File: config.mk
export PLATFORM = sky130hd
export DESIGN_NAME = ps2_key_decoder
export DESIGN_NICKNAME = d
export VERILOG_FILES = /design/src/rtl/ps2_pkg.sv /design/src/rtl/ps2_rx.sv /design/src/rtl/ps2_key_decoder.sv
export SDC_FILE = /design/constraint.sdc
export NUM_CORES = 1
export LEC_CHECK = 0
export BUFFER_PORTS_ARGS = -buffer_cell sky130_fd_sc_hd__buf_2
export CAP_MARGIN = 20
export CORE_AREA = 2 2 107 109
export CTS_CLUSTER_SIZE = 28
export DETAILED_ROUTE_END_ITERATION = 12
export DIE_AREA = 0 0 109 111
export GPL_ROUTABILITY_DRIVEN = 0
export SLEW_MARGIN = 40
export SYNTH_ARGS = -nofsm -noshare
export SYNTH_HDL_FRONTEND = slang
export SYNTH_SLANG_ARGS = --single-unit
File: constraint.sdc
create_clock -name clk_i -period 3 [get_ports clk_i]
set_input_delay 0.6 -clock clk_i [delete_from_list [all_inputs] [get_ports clk_i]]
set_output_delay 0.6 -clock clk_i [all_outputs]
set_load 0.1 [all_outputs]
File: src/rtl/ps2_pkg.sv
// Shared definitions for the PS/2 keyboard front end: scancodes, key
// indices, receiver states and the (ext, code) -> key lookup.
package ps2_pkg;

   // Set-2 scancodes used by the two players, plus the two prefix bytes
   localparam logic [7:0] SC_W     = 8'h1D;
   localparam logic [7:0] SC_A     = 8'h1C;
   localparam logic [7:0] SC_S     = 8'h1B;
   localparam logic [7:0] SC_D     = 8'h23;
   localparam logic [7:0] SC_SPACE = 8'h29;
   localparam logic [7:0] SC_ENTER = 8'h5A;
   localparam logic [7:0] SC_UP    = 8'h75;
   localparam logic [7:0] SC_DOWN  = 8'h72;
   localparam logic [7:0] SC_LEFT  = 8'h6B;
   localparam logic [7:0] SC_RIGHT = 8'h74;
   localparam logic [7:0] SC_EXT   = 8'hE0;
   localparam logic [7:0] SC_BRK   = 8'hF0;

   localparam int NUM_KEYS = 10;

   // Bit positions in the held-key map
   typedef enum logic [3:0] {
      KEY_P1_DOWN  = 4'd0,
      KEY_P1_UP    = 4'd1,
      KEY_P1_RIGHT = 4'd2,
      KEY_P1_LEFT  = 4'd3,
      KEY_P1_SHOOT = 4'd4,
      KEY_P2_DOWN  = 4'd5,
      KEY_P2_UP    = 4'd6,
      KEY_P2_RIGHT = 4'd7,
      KEY_P2_LEFT  = 4'd8,
      KEY_P2_SHOOT = 4'd9
   } key_e;

   typedef enum logic [1:0] {
      RX_IDLE,
      RX_DATA,
      RX_PARITY,
      RX_STOP
   } rx_state_e;

   // One-hot key-map mask for a decoded code; zero for unmapped codes
   function automatic logic [NUM_KEYS-1:0] key_mask(input logic ext, input logic [7:0] code);
      logic [NUM_KEYS-1:0] m;
      m = '0;
      case ({ext, code})
         {1'b0, SC_A}:     m[KEY_P1_LEFT]  = 1'b1;
         {1'b0, SC_D}:     m[KEY_P1_RIGHT] = 1'b1;
         {1'b0, SC_W}:     m[KEY_P1_UP]    = 1'b1;
         {1'b0, SC_S}:     m[KEY_P1_DOWN]  = 1'b1;
         {1'b0, SC_SPACE}: m[KEY_P1_SHOOT] = 1'b1;
         {1'b1, SC_LEFT}:  m[KEY_P2_LEFT]  = 1'b1;
         {1'b1, SC_RIGHT}: m[KEY_P2_RIGHT] = 1'b1;
         {1'b1, SC_UP}:    m[KEY_P2_UP]    = 1'b1;
         {1'b1, SC_DOWN}:  m[KEY_P2_DOWN]  = 1'b1;
         {1'b0, SC_ENTER}: m[KEY_P2_SHOOT] = 1'b1;
         default:          m = '0;
      endcase
      return m;
   endfunction

   // Opposing directions cancel: returns {a_out, b_out}
   function automatic logic [1:0] cancel_pair(input logic a, input logic b);
      return {a & ~b, b & ~a};
   endfunction

endpackage

File: src/rtl/ps2_rx.sv
// PS/2 byte receiver: synchronises the raw lines, detects falling clock
// edges, collects start/8 data/parity/stop and drops stalled frames.
module ps2_rx
   import ps2_pkg::*;
#(
   parameter int TIMEOUT_CYCLES = 5000,
   parameter int SYNC_STAGES    = 2
) (
   input  logic       clk_i,
   input  logic       reset_i,
   input  logic       ps2_clk_i,
   input  logic       ps2_data_i,
   output logic [7:0] byte_o,
   output logic       byte_valid_o,
   output logic       err_o
);

   localparam int CNT_W = $clog2(TIMEOUT_CYCLES + 1);

   logic [SYNC_STAGES-1:0] clk_sync;
   logic [SYNC_STAGES-1:0] data_sync;
   logic                   clk_prev;
   logic                   ps2_clk_s;
   logic                   ps2_data_s;
   logic                   fe;

   rx_state_e              state;
   logic [2:0]             bit_cnt;
   logic [7:0]             shift;
   logic                   parity;
   logic [CNT_W-1:0]       idle_cnt;
   logic                   timeout;

   assign ps2_clk_s  = clk_sync[SYNC_STAGES-1];
   assign ps2_data_s = data_sync[SYNC_STAGES-1];
   assign fe         = clk_prev & ~ps2_clk_s;
   assign timeout    = (idle_cnt == CNT_W'(TIMEOUT_CYCLES));

   // Bring both PS/2 lines into clk_i and keep the last synced clock level
   always_ff @(posedge clk_i or posedge reset_i) begin
      if (reset_i) begin
         // NOTE: clearing the synchroniser to 0 cannot fake a falling edge, since the idle-high line only rises after reset.
         clk_sync  <= '0;
         data_sync <= '0;
         clk_prev  <= 1'b0;
      end else begin
         clk_sync  <= {clk_sync[SYNC_STAGES-2:0], ps2_clk_i};
         data_sync <= {data_sync[SYNC_STAGES-2:0], ps2_data_i};
         clk_prev  <= ps2_clk_s;
      end
   end

   // Count cycles since the last falling edge while a frame is in progress
   always_ff @(posedge clk_i or posedge reset_i) begin
      if (reset_i) begin
         idle_cnt <= '0;
      end else if (fe || state == RX_IDLE) begin
         idle_cnt <= '0;
      end else if (!timeout) begin
         idle_cnt <= idle_cnt + CNT_W'(1);
      end
   end

   // Frame receiver: start, 8 data bits LSB first, odd parity, stop
   always_ff @(posedge clk_i or posedge reset_i) begin
      if (reset_i) begin
         state        <= RX_IDLE;
         bit_cnt      <= '0;
         shift        <= '0;
         parity       <= 1'b0;
         byte_o       <= '0;
         byte_valid_o <= 1'b0;
         err_o        <= 1'b0;
      end else begin
         // NOTE: default-low non-blocking assignments make the status outputs single-cycle pulses.
         byte_valid_o <= 1'b0;
         err_o        <= 1'b0;
         if (state != RX_IDLE && timeout) begin
            state <= RX_IDLE;
         end else if (fe) begin
            case (state)
               RX_IDLE: begin
                  if (!ps2_data_s) begin
                     state   <= RX_DATA;
                     bit_cnt <= '0;
                  end
               end
               RX_DATA: begin
                  shift   <= {ps2_data_s, shift[7:1]};
                  bit_cnt <= bit_cnt + 3'd1;
                  if (bit_cnt == 3'd7) state <= RX_PARITY;
               end
               RX_PARITY: begin
                  parity <= ps2_data_s;
                  state  <= RX_STOP;
               end
               RX_STOP: begin
                  if (((^shift) ^ parity) && ps2_data_s) begin
                     byte_o       <= shift;
                     byte_valid_o <= 1'b1;
                  end else begin
                     err_o <= 1'b1;
                  end
                  state <= RX_IDLE;
               end
               default: state <= RX_IDLE;
            endcase
         end
      end
   end

endmodule

File: src/rtl/ps2_key_decoder.sv
// PS/2 keyboard decoder for two players sharing one keyboard: tracks
// E0/F0 prefixes, keeps a held-key map and drives move/shoot levels.
// Optional debug outputs (last_code_o, err_count_o) exist only when
// PS2_DEBUG_EN is defined.
module ps2_key_decoder
   import ps2_pkg::*;
#(
   parameter int TIMEOUT_CYCLES = 5000,
   parameter int SYNC_STAGES    = 2
) (
   input  logic       clk_i,
   input  logic       reset_i,
   input  logic       ps2_clk_i,
   input  logic       ps2_data_i,
   output logic [3:0] player_1_move_o,
   output logic [3:0] player_2_move_o,
   output logic       player_1_shoot_o,
   output logic       player_2_shoot_o
`ifdef PS2_DEBUG_EN
   ,
   output logic [8:0] last_code_o,
   output logic [7:0] err_count_o
`endif
);

   logic [7:0]          rx_byte;
   logic                rx_valid;
   logic                rx_err;
   logic                ext;
   logic                brk;
   logic [NUM_KEYS-1:0] key_map;
   logic [NUM_KEYS-1:0] key_hit;

   ps2_rx #(
      .TIMEOUT_CYCLES(TIMEOUT_CYCLES),
      .SYNC_STAGES   (SYNC_STAGES)
   ) u_rx (
      .clk_i       (clk_i),
      .reset_i     (reset_i),
      .ps2_clk_i   (ps2_clk_i),
      .ps2_data_i  (ps2_data_i),
      .byte_o      (rx_byte),
      .byte_valid_o(rx_valid),
      .err_o       (rx_err)
   );

   assign key_hit = key_mask(ext, rx_byte);

   // Prefix flags and held-key map, updated once per received byte
   always_ff @(posedge clk_i or posedge reset_i) begin
      if (reset_i) begin
         ext     <= 1'b0;
         brk     <= 1'b0;
         key_map <= '0;
      end else if (rx_err) begin
         ext <= 1'b0;
         brk <= 1'b0;
      end else if (rx_valid) begin
         if (rx_byte == SC_EXT) begin
            ext <= 1'b1;
         end else if (rx_byte == SC_BRK) begin
            brk <= 1'b1;
         end else begin
            key_map <= brk ? (key_map & ~key_hit) : (key_map | key_hit);
            ext     <= 1'b0;
            brk     <= 1'b0;
         end
      end
   end

   assign player_1_move_o[3:2] = cancel_pair(key_map[KEY_P1_LEFT], key_map[KEY_P1_RIGHT]);
   assign player_1_move_o[1:0] = cancel_pair(key_map[KEY_P1_UP],   key_map[KEY_P1_DOWN]);
   assign player_2_move_o[3:2] = cancel_pair(key_map[KEY_P2_LEFT], key_map[KEY_P2_RIGHT]);
   assign player_2_move_o[1:0] = cancel_pair(key_map[KEY_P2_UP],   key_map[KEY_P2_DOWN]);
   assign player_1_shoot_o     = key_map[KEY_P1_SHOOT];
   assign player_2_shoot_o     = key_map[KEY_P2_SHOOT];

`ifdef PS2_DEBUG_EN
   // Remember the last non-prefix code and count receive errors (saturating)
   always_ff @(posedge clk_i or posedge reset_i) begin
      if (reset_i) begin
         last_code_o <= '0;
         err_count_o <= '0;
      end else begin
         if (rx_err && err_count_o != 8'hFF) err_count_o <= err_count_o + 8'd1;
         if (rx_valid && rx_byte != SC_EXT && rx_byte != SC_BRK) last_code_o <= {ext, rx_byte};
      end
   end
`endif

endmodule
==> summary.txt, run 1 <==
Area contributors post-synth: dfrtp_1 53%, mux2_4 4.7%, nor2_1 4.2%, ha_1 3.9%, xnor2_1 3.7%
Final Max Tran Viols: 0
Setup violators final: 0
Largest net degree at the start of global routing: 23
Endpoints failing hold: 0
P_int: 1.622 mW
DR WL/cell: 11.29 um
Die H: 111 um
Die ar.: 0.01210 mm2
GRT Resource Usage Total: 8.072%
Vias in the first global route: 1,605
Ys async rst share: 100.0%
Layout cell share with drive strength beyond 1: 17.00%
Sw Ratio: 29.86%
Mapped Avg Cell Area: 11.05 um2
Worst-path maximum fanout: 9
Place WS: 0.6193 ns
PD cells: 773.1 mW/mm2
Tcrit/Tclk final: 79.50%
Synth Instances: 233
P_sw: 0.6903 mW
R2r worst-path depth: 5
Most used flip-flop cell after synthesis: dfrtp_1
Pre-antenna DRT Iters: 4
Warnings, synthesis: 0
Initial antenna violation count: 0
Worst-Margin Slew: 0.5469 ns
Gate power share: 26.7%
CP Capture Type: flip-flop
Number of synthesized flops with an enable pin: 0
Clk_lat worst skew: 0.29 ns
Status: completed
Hold_buf cts: 0
Worst-path clk slew: 0.08 ns
Final WL: 4471 um
FP Rows: 39
Post-CTS Setup Inserts: 0
Antenna Cells: 0
Post-synthesis compound-gate area fraction: 6.855%
Headroom to the max-slew limit: 63.43%
Clk pwr share: 28.8%
WS Path Type: flip-flop to flip-flop
I/O pin cnt: 14
Critical Path AT: 2.56 ns
Clock root buffer: clkbuf_16
Mapped Nets: 245
P&R area growth vs syn: 16.19%
Starting Density: 23.24%
Hold WC Path Type: input pin to asynchronous set/reset pin
Number of distinct library cells after synthesis: 37
Part of the Yosys area used for sequential elements: 52.50%
#FFs+latches synth: 54
Skew final: 0.008786 ns
Mux share of post-synthesis cell area: 10.89%
Cell Area, Synth: 0.002574 mm2
Total CTS buffers: 5
Total power: 2.312 mW
DRC: 0
Core Region: 0.01108 mm2
Most common cell in the synthesized netlist: dfrtp_1
Min setup slack post-route: 0.6151 ns
Critical path launch point type: flip-flop
Min Tclk post-route: 2.385 ns
ANT nets after route: 0
HPWL Detailed: 3226 um
Simple-gate share of the synthesized area: 16.24%
Combinational family with the most area after synthesis: simple AND/OR/NAND/NOR gates
Max clock buf depth: 2
Synth area leader: dfrtp_1
Fin util: 27.00%
Share of the synthesized area in the top cell type: 52.50%
Max-cap violations: 0
Most frequent cells after synthesis: 54 x dfrtp_1, 29 x nor2_1, 19 x inv_1
Fmax achieved: 419.3 MHz
Iter 0 DRT Violations: 62
Fin nets: 264
Fin Setup TNS: 0 ns
Vias per cell: 4.104
Die W: 109 um
VDD IR max: 0.0002870 V
Congestion Overflow GR: 0
Part of the power in registers: 44.5%
H-tree Lvls: 2
Port Buffers: 13
First-pass GRT wire length: 7741 um
Clock Sinks: 54
CTS tree: yes
Via count: 1,625
Crit path required time: 3.18 ns
Leak Pwr: 1.397 nW
CTS resizes: 0
Synth Area in Adders: 3.889%
RSZ-0062 raised after global routing: false
Post-synthesis xor/xnor area fraction: 5.980%
-- layout make-up --
type	count	area, um2
flip-flops and latches	54	1351
fillers	1143	8087
repair buffers	16	87.58
clock buffers	5	125.1
multi-input cells	156	1129
inverters	19	71.32
clock inverters	3	47.55
well taps	143	178.9
-- stage by stage --
step	std cells	hold slack, ns	instance area, um2
3_3_place_gp	388	0.3320	2818
3_5_place_dp	388	0.3448	2818
2_1_floorplan	233	0.3312	2574
5_1_grt	396	0.3729	2990
6_report	396	0.3167	2990
4_1_cts	396	0.3450	2990
-- power groups by stage --
stage	Clock (mW)	Sequential (mW)	Combinational, mW
3_3_place_gp	0	1.04	0.607
4_1_cts	0.691	1.03	0.628
2_1_floorplan	0	0.993	0.551
6_report	0.665	1.03	0.618
3_5_place_dp	0	1.04	0.622
5_1_grt	0.728	1.05	0.717
-- placed cells by master (no fill, tap or decap), types with 6 or more instances in the layout --
cell      n
nand2_1  15
ha_1      8
buf_2    13
mux2_4    8
xnor2_1  11
nand4_1   6
a21oi_1   6
inv_1    18
o21ai_0  10
mux2i_1   7
mux2_2    8
nor2_1   29
nor2b_1   7
dfrtp_1  54
-- kinds of logic (layout without fill, tap and decap cells) --
kind of cell             Yosys count  count (layout)
adder cells (fa/ha/maj)            8               8
AND/OR/NAND/NOR                   81              81
flip-flops                        54              54
XOR/XNOR                          16              16
buffers and inverters             23              43
AO/OA/AOI/OAI                     28              28
multiplexers                      23              23
-- final timing paths --
check                                  from                         end  slack (ns)
setup / recovery              u_rx.shift[7]              u_rx.byte_o[7]        0.62
hold / removal                      reset_i  asynchronous set/reset pin        0.32
setup reg to reg              u_rx.shift[7]              u_rx.byte_o[7]        0.62
hold reg to reg            u_rx.clk_sync[0]            u_rx.clk_sync[1]        0.36
max in group asynchronous           reset_i               u_rx.shift[4]        2.04
min in group clk_i         u_rx.clk_sync[0]            u_rx.clk_sync[1]        0.36
-- worst max-delay path: stages (launching register included) --
cell     delay [ns]
dfrtp_1        0.41
xor2_1         0.16
xnor3_1        0.41
xnor2_1        0.19
or4b_1         0.71
mux2_4         0.38
-- per-layer routing --
layer	routed length, um	track usage [%]	vias to the layer above
met5	0	0	-
met4	40	2.564	0
met3	144	2.469	4
met2	2005	11.59	22
met1	2281	11.52	765
li1	-	-	834
No activity file was read; power rests on OpenSTA's default activity.
==> run 2: changes to the inputs <==
ABC_AREA = 1   (was not set)
CORE_AREA = 2 2 112 114   (was 2 2 107 109)
DIE_AREA = 0 0 114 116   (was 0 0 109 111)
clock period = 2 ns   (was 3 ns; I/O delays follow)
==> run 2 against run 1 <==
Compared with the run above: first-iteration DRC count rose by 18%; sequential power rose by 38%; maximum frequency rose by 37%; area after synthesis rose by 9.8%; via count rose by 36%; synthesized cell count rose by 50%; wire length rose by 17%; worst hold slack got worse by 0.16 ns; global-route usage rose by 0.63 points; register-to-register slack got worse by 0.36 ns; count of clock-buffer cells in the layout rose by 1; largest power group unchanged.
==> summary.txt, run 2 <==
I/O pin cnt: 14 (unchanged)
Post-CTS Setup Inserts: 0 (unchanged)
HPWL Detailed: 3941 um (+22%)
PD cells: 1044 mW/mm2 (+35%)
Worst-path clk slew: 0.07 ns (about the same)
Endpoints failing hold: 0 (unchanged)
Fin nets: 380 (+44%)
Worst-path cell chain: inv_1 > ha_1 > inv_1 > nand3_1 > nand2_2 > nor2_4 > inv_1 > nand2_1 > o21ai_0
Pre-antenna DRT Iters: 4 (unchanged)
CP Buf/Inv Count: 3 (+3)
Most frequent cells after synthesis: 84 x nand2_1, 54 x dfrtp_1, 51 x inv_1
Most frequent cells in the layout: 84 x nand2_1, 54 x dfrtp_1, 50 x inv_1
Iter 0 DRT Violations: 73 (+18%)
Vias in the first global route: 2,202 (+37%)
CTS resizes: 0 (unchanged)
H-tree Lvls: 2 (unchanged)
Antenna Cells: 0 (unchanged)
CP Capture Type: flip-flop
First-pass GRT wire length: 9432 um (+22%)
DR WL/cell: 10.15 um (-10%)
Port Buffers: 13 (unchanged)
Worst-path maximum fanout: 15 (+6)
Congestion Overflow GR: 0 (unchanged)
Hold WC Path Type: input pin to asynchronous set/reset pin
Clock root buffer: clkbuf_16
Clock Sinks: 54 (unchanged)
P&R area growth vs syn: 15.01%
Die W: 114 um (+4.6%)
DRC: 0 (unchanged)
Min setup slack post-route: 0.2580 ns (-0.3571 ns)
GRT Resource Usage Total: 8.701% (+0.63 points)
Non-Filler Instances: 516 (+30%)
Worst-Margin Slew: 0.5449 ns (-0.001976 ns)
Mapped Nets: 361 (+47%)
Via count: 2,203 (+36%)
Cell Area, Synth: 0.002825 mm2 (+9.8%)
Skew final: 0.009437 ns (+0.0006517 ns)
CTS tree: yes
Max clock buf depth: 2 (unchanged)
Core Region: 0.01191 mm2 (+7.5%)
#FFs+latches synth: 54 (unchanged)
Hold_buf cts: 0 (unchanged)
Share of the synthesized area in the top cell type: 47.83% (-4.7 points)
Fillers: 1,281 (+12%)
Synth area leader: dfrtp_1
Max-cap violations: 0 (unchanged)
Mapped Avg Cell Area: 8.095 um2 (-27%)
Area contributors post-synth: dfrtp_1 48%, nand2_1 11%, inv_1 6.8%, nor2_1 4.8%, o21ai_0 4.1%
Fin util: 27.28% (+0.28 points)
Warnings, synthesis: 0 (unchanged)
Final Max Tran Viols: 0 (unchanged)
P_int: 2.189 mW (+35%)
Crit-path max cell delay: 0.41 ns (-0.30 ns)
Number of synthesized flops with an enable pin: 0 (unchanged)
Final WL: 5235 um (+17%)
Hold WS: 0.1539 ns (-0.1628 ns)
Largest net degree at the start of global routing: 32 (+39%)
Die H: 116 um (+4.5%)
Leak Pwr: 1.558 nW (+12%)
Total CTS buffers: 5 (unchanged)
VDD IR max: 0.0003782 V (+32%)
Setup violators final: 0 (unchanged)
Sw Ratio: 35.45% (+5.6 points)
Starting Density: 23.72% (+0.48 points)
ANT nets after route: 0 (unchanged)
Clk pwr share: 28.9% (about the same)
Critical path launch point type: flip-flop
Tcrit/Tclk final: 87.10% (+7.6 points)
Synth Instances: 349 (+50%)
RSZ-0062 raised after global routing: false
Post-Place Cells: 508 (+31%)
CP most frequent cell: inv_1
Critical Path AT: 1.91 ns (-0.65 ns)
Crit path required time: 2.17 ns (-1.01 ns)
P_sw: 1.202 mW (+74%)
Part of the Yosys area used for sequential elements: 47.83% (-4.7 points)
Initial antenna violation count: 0 (unchanged)
Most common cell after layout, fill and taps aside: nand2_1
Part of the power in registers: 41.8% (-2.7 points)
Most common cell in the synthesized netlist: nand2_1
Gate power share: 29.3% (+2.6 points)
Min Tclk post-route: 1.742 ns (-0.6429 ns)
Number of distinct library cells after synthesis: 31 (-16%)
Layout cell share with drive strength beyond 1: 13.28% (-3.7 points)
Place WS: 0.2597 ns (-0.3596 ns)
Clk_lat worst skew: 0.29 ns (about the same)
Most used flip-flop cell after synthesis: dfrtp_1
FP Rows: 40 (+2.6%)
Slowest cell on the critical path: dfrtp_1
Ys async rst share: 100.0% (unchanged)
WS Path Type: flip-flop to flip-flop
Top delay family on crit path: simple AND/OR/NAND/NOR gates
Vias per cell: 4.269 (+4.0%)
Fmax achieved: 574.1 MHz (+37%)
Headroom to the max-slew limit: 63.62% (+0.19 points)
Status: completed
Die ar.: 0.01322 mm2 (+9.3%)
[run 2: cell count changes in the layout (fill, tap and decap cells not counted), moves of 9 or more]
cell,previous run,this run
nand3_1,5,17
nand2_1,15,84
xnor2_1,11,2
inv_1,18,50
o21ai_0,10,23
[run 2: layout make-up]
cell class              instances  area (um2)  area share [%]
inverters                      54       202.7           6.238
flip-flops and latches         54        1351           41.59
clock buffers                   6       128.9           3.966
clock inverters                 2       37.54           1.155
multi-input cells             238        1252           38.54
repair buffers                 15       92.59           2.849
well taps                     147       183.9           5.660
[run 2: metrics by stage]
step,cell area [um2],TNS [ns],power (mW)
after detailed placement,3083,0,2.449
after CTS,3249,0,3.441
after global placement,3083,0,2.396
final,3249,0,3.391
after global routing,3249,0,3.670
after floorplan,2825,-0.2587,2.231
[run 2: kinds of logic (layout without fill, tap and decap cells)]
family | after synthesis | count (layout) | synth area share [%]
adders and majority gates | 8 | 8 | 3.543
AOI/OAI and AO/OA | 46 | 46 | 9.389
and+or+nand+nor | 179 | 179 | 29.85
buffers and inverters | 57 | 77 | 7.839
xor gates and xnor gates | 5 | 5 | 1.550
DFF | 54 | 54 | 47.83
[run 2: power by group through the flow]
stage	clock network, mW	logic (mW)	registers [mW]
6_report	0.981	0.992	1.42
5_1_grt	1.06	1.17	1.44
4_1_cts	1.01	1.01	1.42
3_5_place_dp	0	1.01	1.44
3_3_place_gp	0	0.969	1.43
2_1_floorplan	0	0.843	1.39
[run 2: worst paths after layout]
check,from,to,slack (ns),depth (start not counted)
worst min register to register,u_rx.clk_sync[0],u_rx.clk_sync[1],0.35,0
worst min-delay path,reset_i,u_rx.idle_cnt[2],0.15,2
max in group asynchronous,reset_i,u_rx.byte_o[1],1.30,3
worst max-delay path,u_rx.state[0],u_rx.shift[7],0.26,9
min in group clk_i,ps2_clk_i,u_rx.clk_sync[0],0.21,1
worst max register to register,u_rx.state[0],u_rx.shift[7],0.26,9
[run 2: layer usage]
layer  track usage (%)  share of wire (%)
met1             10.60                 49
met2             15.40                 47
met3             1.569                2.3
met4             3.252                1.4
met5                 0                  0
==> run 3: changes to the inputs <==
CTS_BUF_LIST = sky130_fd_sc_hd__clkbuf_4 sky130_fd_sc_hd__clkbuf_8   (was not set)
==> run 3 against run 2 <==
Compared with the run above: critical path depth unchanged; flip-flop and latch count is the same; cell area is 1.6% lower; wire length grew 0.50%; largest power group unchanged; largest cell class unchanged; critical path type unchanged.
==> summary.txt, run 3 (same netlist as run 2, synthesis figures left out) <==
Via count: 2,201 (-0.091%)
Part of the power in registers: 44.7% (+2.9 points)
Fin util: 26.84% (-0.44 points)
Fin nets: 380 (unchanged)
Skew final: 0.01400 ns (+0.004563 ns)
Die W: 114 um (unchanged)
Fillers: 1,282 (+0.078%)
Worst-path maximum fanout: 15 (unchanged)
DR WL/cell: 10.20 um (+0.50%)
Port Buffers: 13 (unchanged)
Hold WC Path Type: input pin to asynchronous set/reset pin
Critical Path AT: 1.94 ns (+0.03 ns)
Hold_buf cts: 0 (unchanged)
CTS tree: yes
Crit path required time: 2.19 ns (+0.02 ns)
Die H: 116 um (unchanged)
Layout cell share with drive strength beyond 1: 13.55% (+0.27 points)
Antenna Cells: 0 (unchanged)
Clock root buffer: clkbuf_8
Congestion Overflow GR: 0 (unchanged)
Headroom to the max-slew limit: 63.56% (about the same)
FP Rows: 40 (unchanged)
Sw Ratio: 37.37% (+1.9 points)
Vias per cell: 4.266 (about the same)
Status: completed
Most common cell after layout, fill and taps aside: nand2_1
CP Capture Type: flip-flop
Vias in the first global route: 2,198 (-0.18%)
Max-cap violations: 0 (unchanged)
Iter 0 DRT Violations: 88 (+21%)
I/O pin cnt: 14 (unchanged)
P&R area growth vs syn: 13.15%
Leak Pwr: 1.536 nW (-1.4%)
CP most frequent cell: inv_1
Gate power share: 31.4% (+2.1 points)
Pre-antenna DRT Iters: 4 (unchanged)
Hold WS: 0.1296 ns (-0.02428 ns)
P_sw: 1.184 mW (-1.5%)
CTS resizes: 0 (unchanged)
Core Region: 0.01191 mm2 (unchanged)
Starting Density: 23.72% (unchanged)
WS Path Type: flip-flop to flip-flop
Reg2reg end: u_rx.shift[7]
Final Max Tran Viols: 0 (unchanged)
Clock Sinks: 54 (unchanged)
Flop-to-flop setup slack: 0.25 ns (about the same)
P_int: 1.984 mW (-9.4%)
Total CTS buffers: 5 (unchanged)
VDD IR max: 0.0003942 V (+4.2%)
Clk_lat worst skew: 0.31 ns (+0.02 ns)
Initial antenna violation count: 0 (unchanged)
ANT nets after route: 0 (unchanged)
Slowest cell on the critical path: dfrtp_1
First-pass GRT wire length: 9418 um (-0.15%)
PD cells: 991.0 mW/mm2 (-5.0%)
FF-to-FF Start: u_rx.state[0]
Worst-Margin Slew: 0.5459 ns (+0.0009342 ns)
R2r worst-path depth: 9 (unchanged)
Crit-path max cell delay: 0.42 ns (about the same)
Min Tclk post-route: 1.750 ns (+0.008067 ns)
HPWL Detailed: 3941 um (unchanged)
H-tree Lvls: 2 (unchanged)
Setup violators final: 0 (unchanged)
Worst-path cell chain: inv_1 > ha_1 > inv_1 > nand3_1 > nand2_2 > nor2_4 > inv_1 > nand2_1 > o21ai_0
GRT Resource Usage Total: 8.712% (+0.011 points)
RSZ-0062 raised after global routing: false
Endpoints failing hold: 0 (unchanged)
DRC: 0 (unchanged)
Most frequent cells in the layout: 84 x nand2_1, 54 x dfrtp_1, 50 x inv_1
Tcrit/Tclk final: 87.50% (+0.40 points)
Max clock buf depth: 2 (unchanged)
Critical path launch point type: flip-flop
Post-CTS Setup Inserts: 0 (unchanged)
Largest net degree at the start of global routing: 32 (unchanged)
Die ar.: 0.01322 mm2 (unchanged)
Clk pwr share: 23.9% (-5.0 points)
Fmax achieved: 571.4 MHz (-0.46%)
Final WL: 5261 um (+0.50%)
Worst-path clk slew: 0.10 ns (+0.03 ns)
-- run 3: cell count changes in the layout (fill, tap and decap cells not counted) --
cell	change
clkbuf_16	-5
clkbuf_8	+5
clkbuf_1	-1
clkbuf_4	+1
-- run 3: power groups by stage --
| stage | clock (mW) | combinational [mW] | sequential (mW) |
|---|---|---|---|
| 3_3_place_gp | 0 | 0.969 | 1.43 |
| 2_1_floorplan | 0 | 0.843 | 1.39 |
| 4_1_cts | 0.782 | 1.01 | 1.42 |
| 3_5_place_dp | 0 | 1.01 | 1.44 |
| 5_1_grt | 0.826 | 1.17 | 1.44 |
| 6_report | 0.756 | 0.995 | 1.42 |
-- run 3: stage by stage --
step	area, um2	cells	power, mW	setup TNS (ns)	setup WS, ns
after floorplan	2825	349	2.231	-0.2587	-0.04117
after global placement	3083	508	2.396	0	0.3375
after detailed placement	3083	508	2.449	0	0.2597
after CTS	3197	516	3.212	0	0.2407
after global routing	3197	516	3.435	0	0.05896
final	3197	516	3.168	0	0.2499
-- run 3: worst max-delay path by stage --
stage / start / endpoint / cells past startpoint
finish: u_rx.state[0] / u_rx.shift[7] / 9
global route: u_rx.state[0] / u_rx.shift[7] / 9
CTS: u_rx.state[1] / u_rx.shift[7] / 9
detailed placement: u_rx.state[1] / u_rx.shift[7] / 9
global placement: u_rx.state[0] / u_rx.shift[7] / 9
floorplan: flip-flop / player_2_move_o[1] / 1
-- run 3: routing by layer --
layer  GRT usage (%)  vias to the layer above  share of wire, %
met3           1.569                        8               3.2
met1           10.56                     1005                48
li1                -                     1155                 -
met4           3.496                        0               1.8
met2           15.36                       33                47
met5               0                        -                 0
-- run 3: cell type report --
type | instances | area, um2 | area share (%)
timing repair buffer | 15 | 92.59 | 2.896
inverter | 54 | 202.7 | 6.340
tap | 147 | 183.9 | 5.753
sequential | 54 | 1351 | 42.27
clock buffer | 6 | 76.32 | 2.387
multi-input combinational | 238 | 1252 | 39.18
clock inverter | 2 | 37.54 | 1.174
-- run 3: worst max-delay path, delay by kind of cell, from the launching register on --
| kind | cells | cell delay [ns] |
|---|---|---|
| AOI/OAI and AO/OA | 1 | 0.09 |
| adders and majority gates | 1 | 0.21 |
| buffers and inverters | 3 | 0.33 |
| DFF | 1 | 0.42 |
| and+or+nand+nor | 4 | 0.58 |
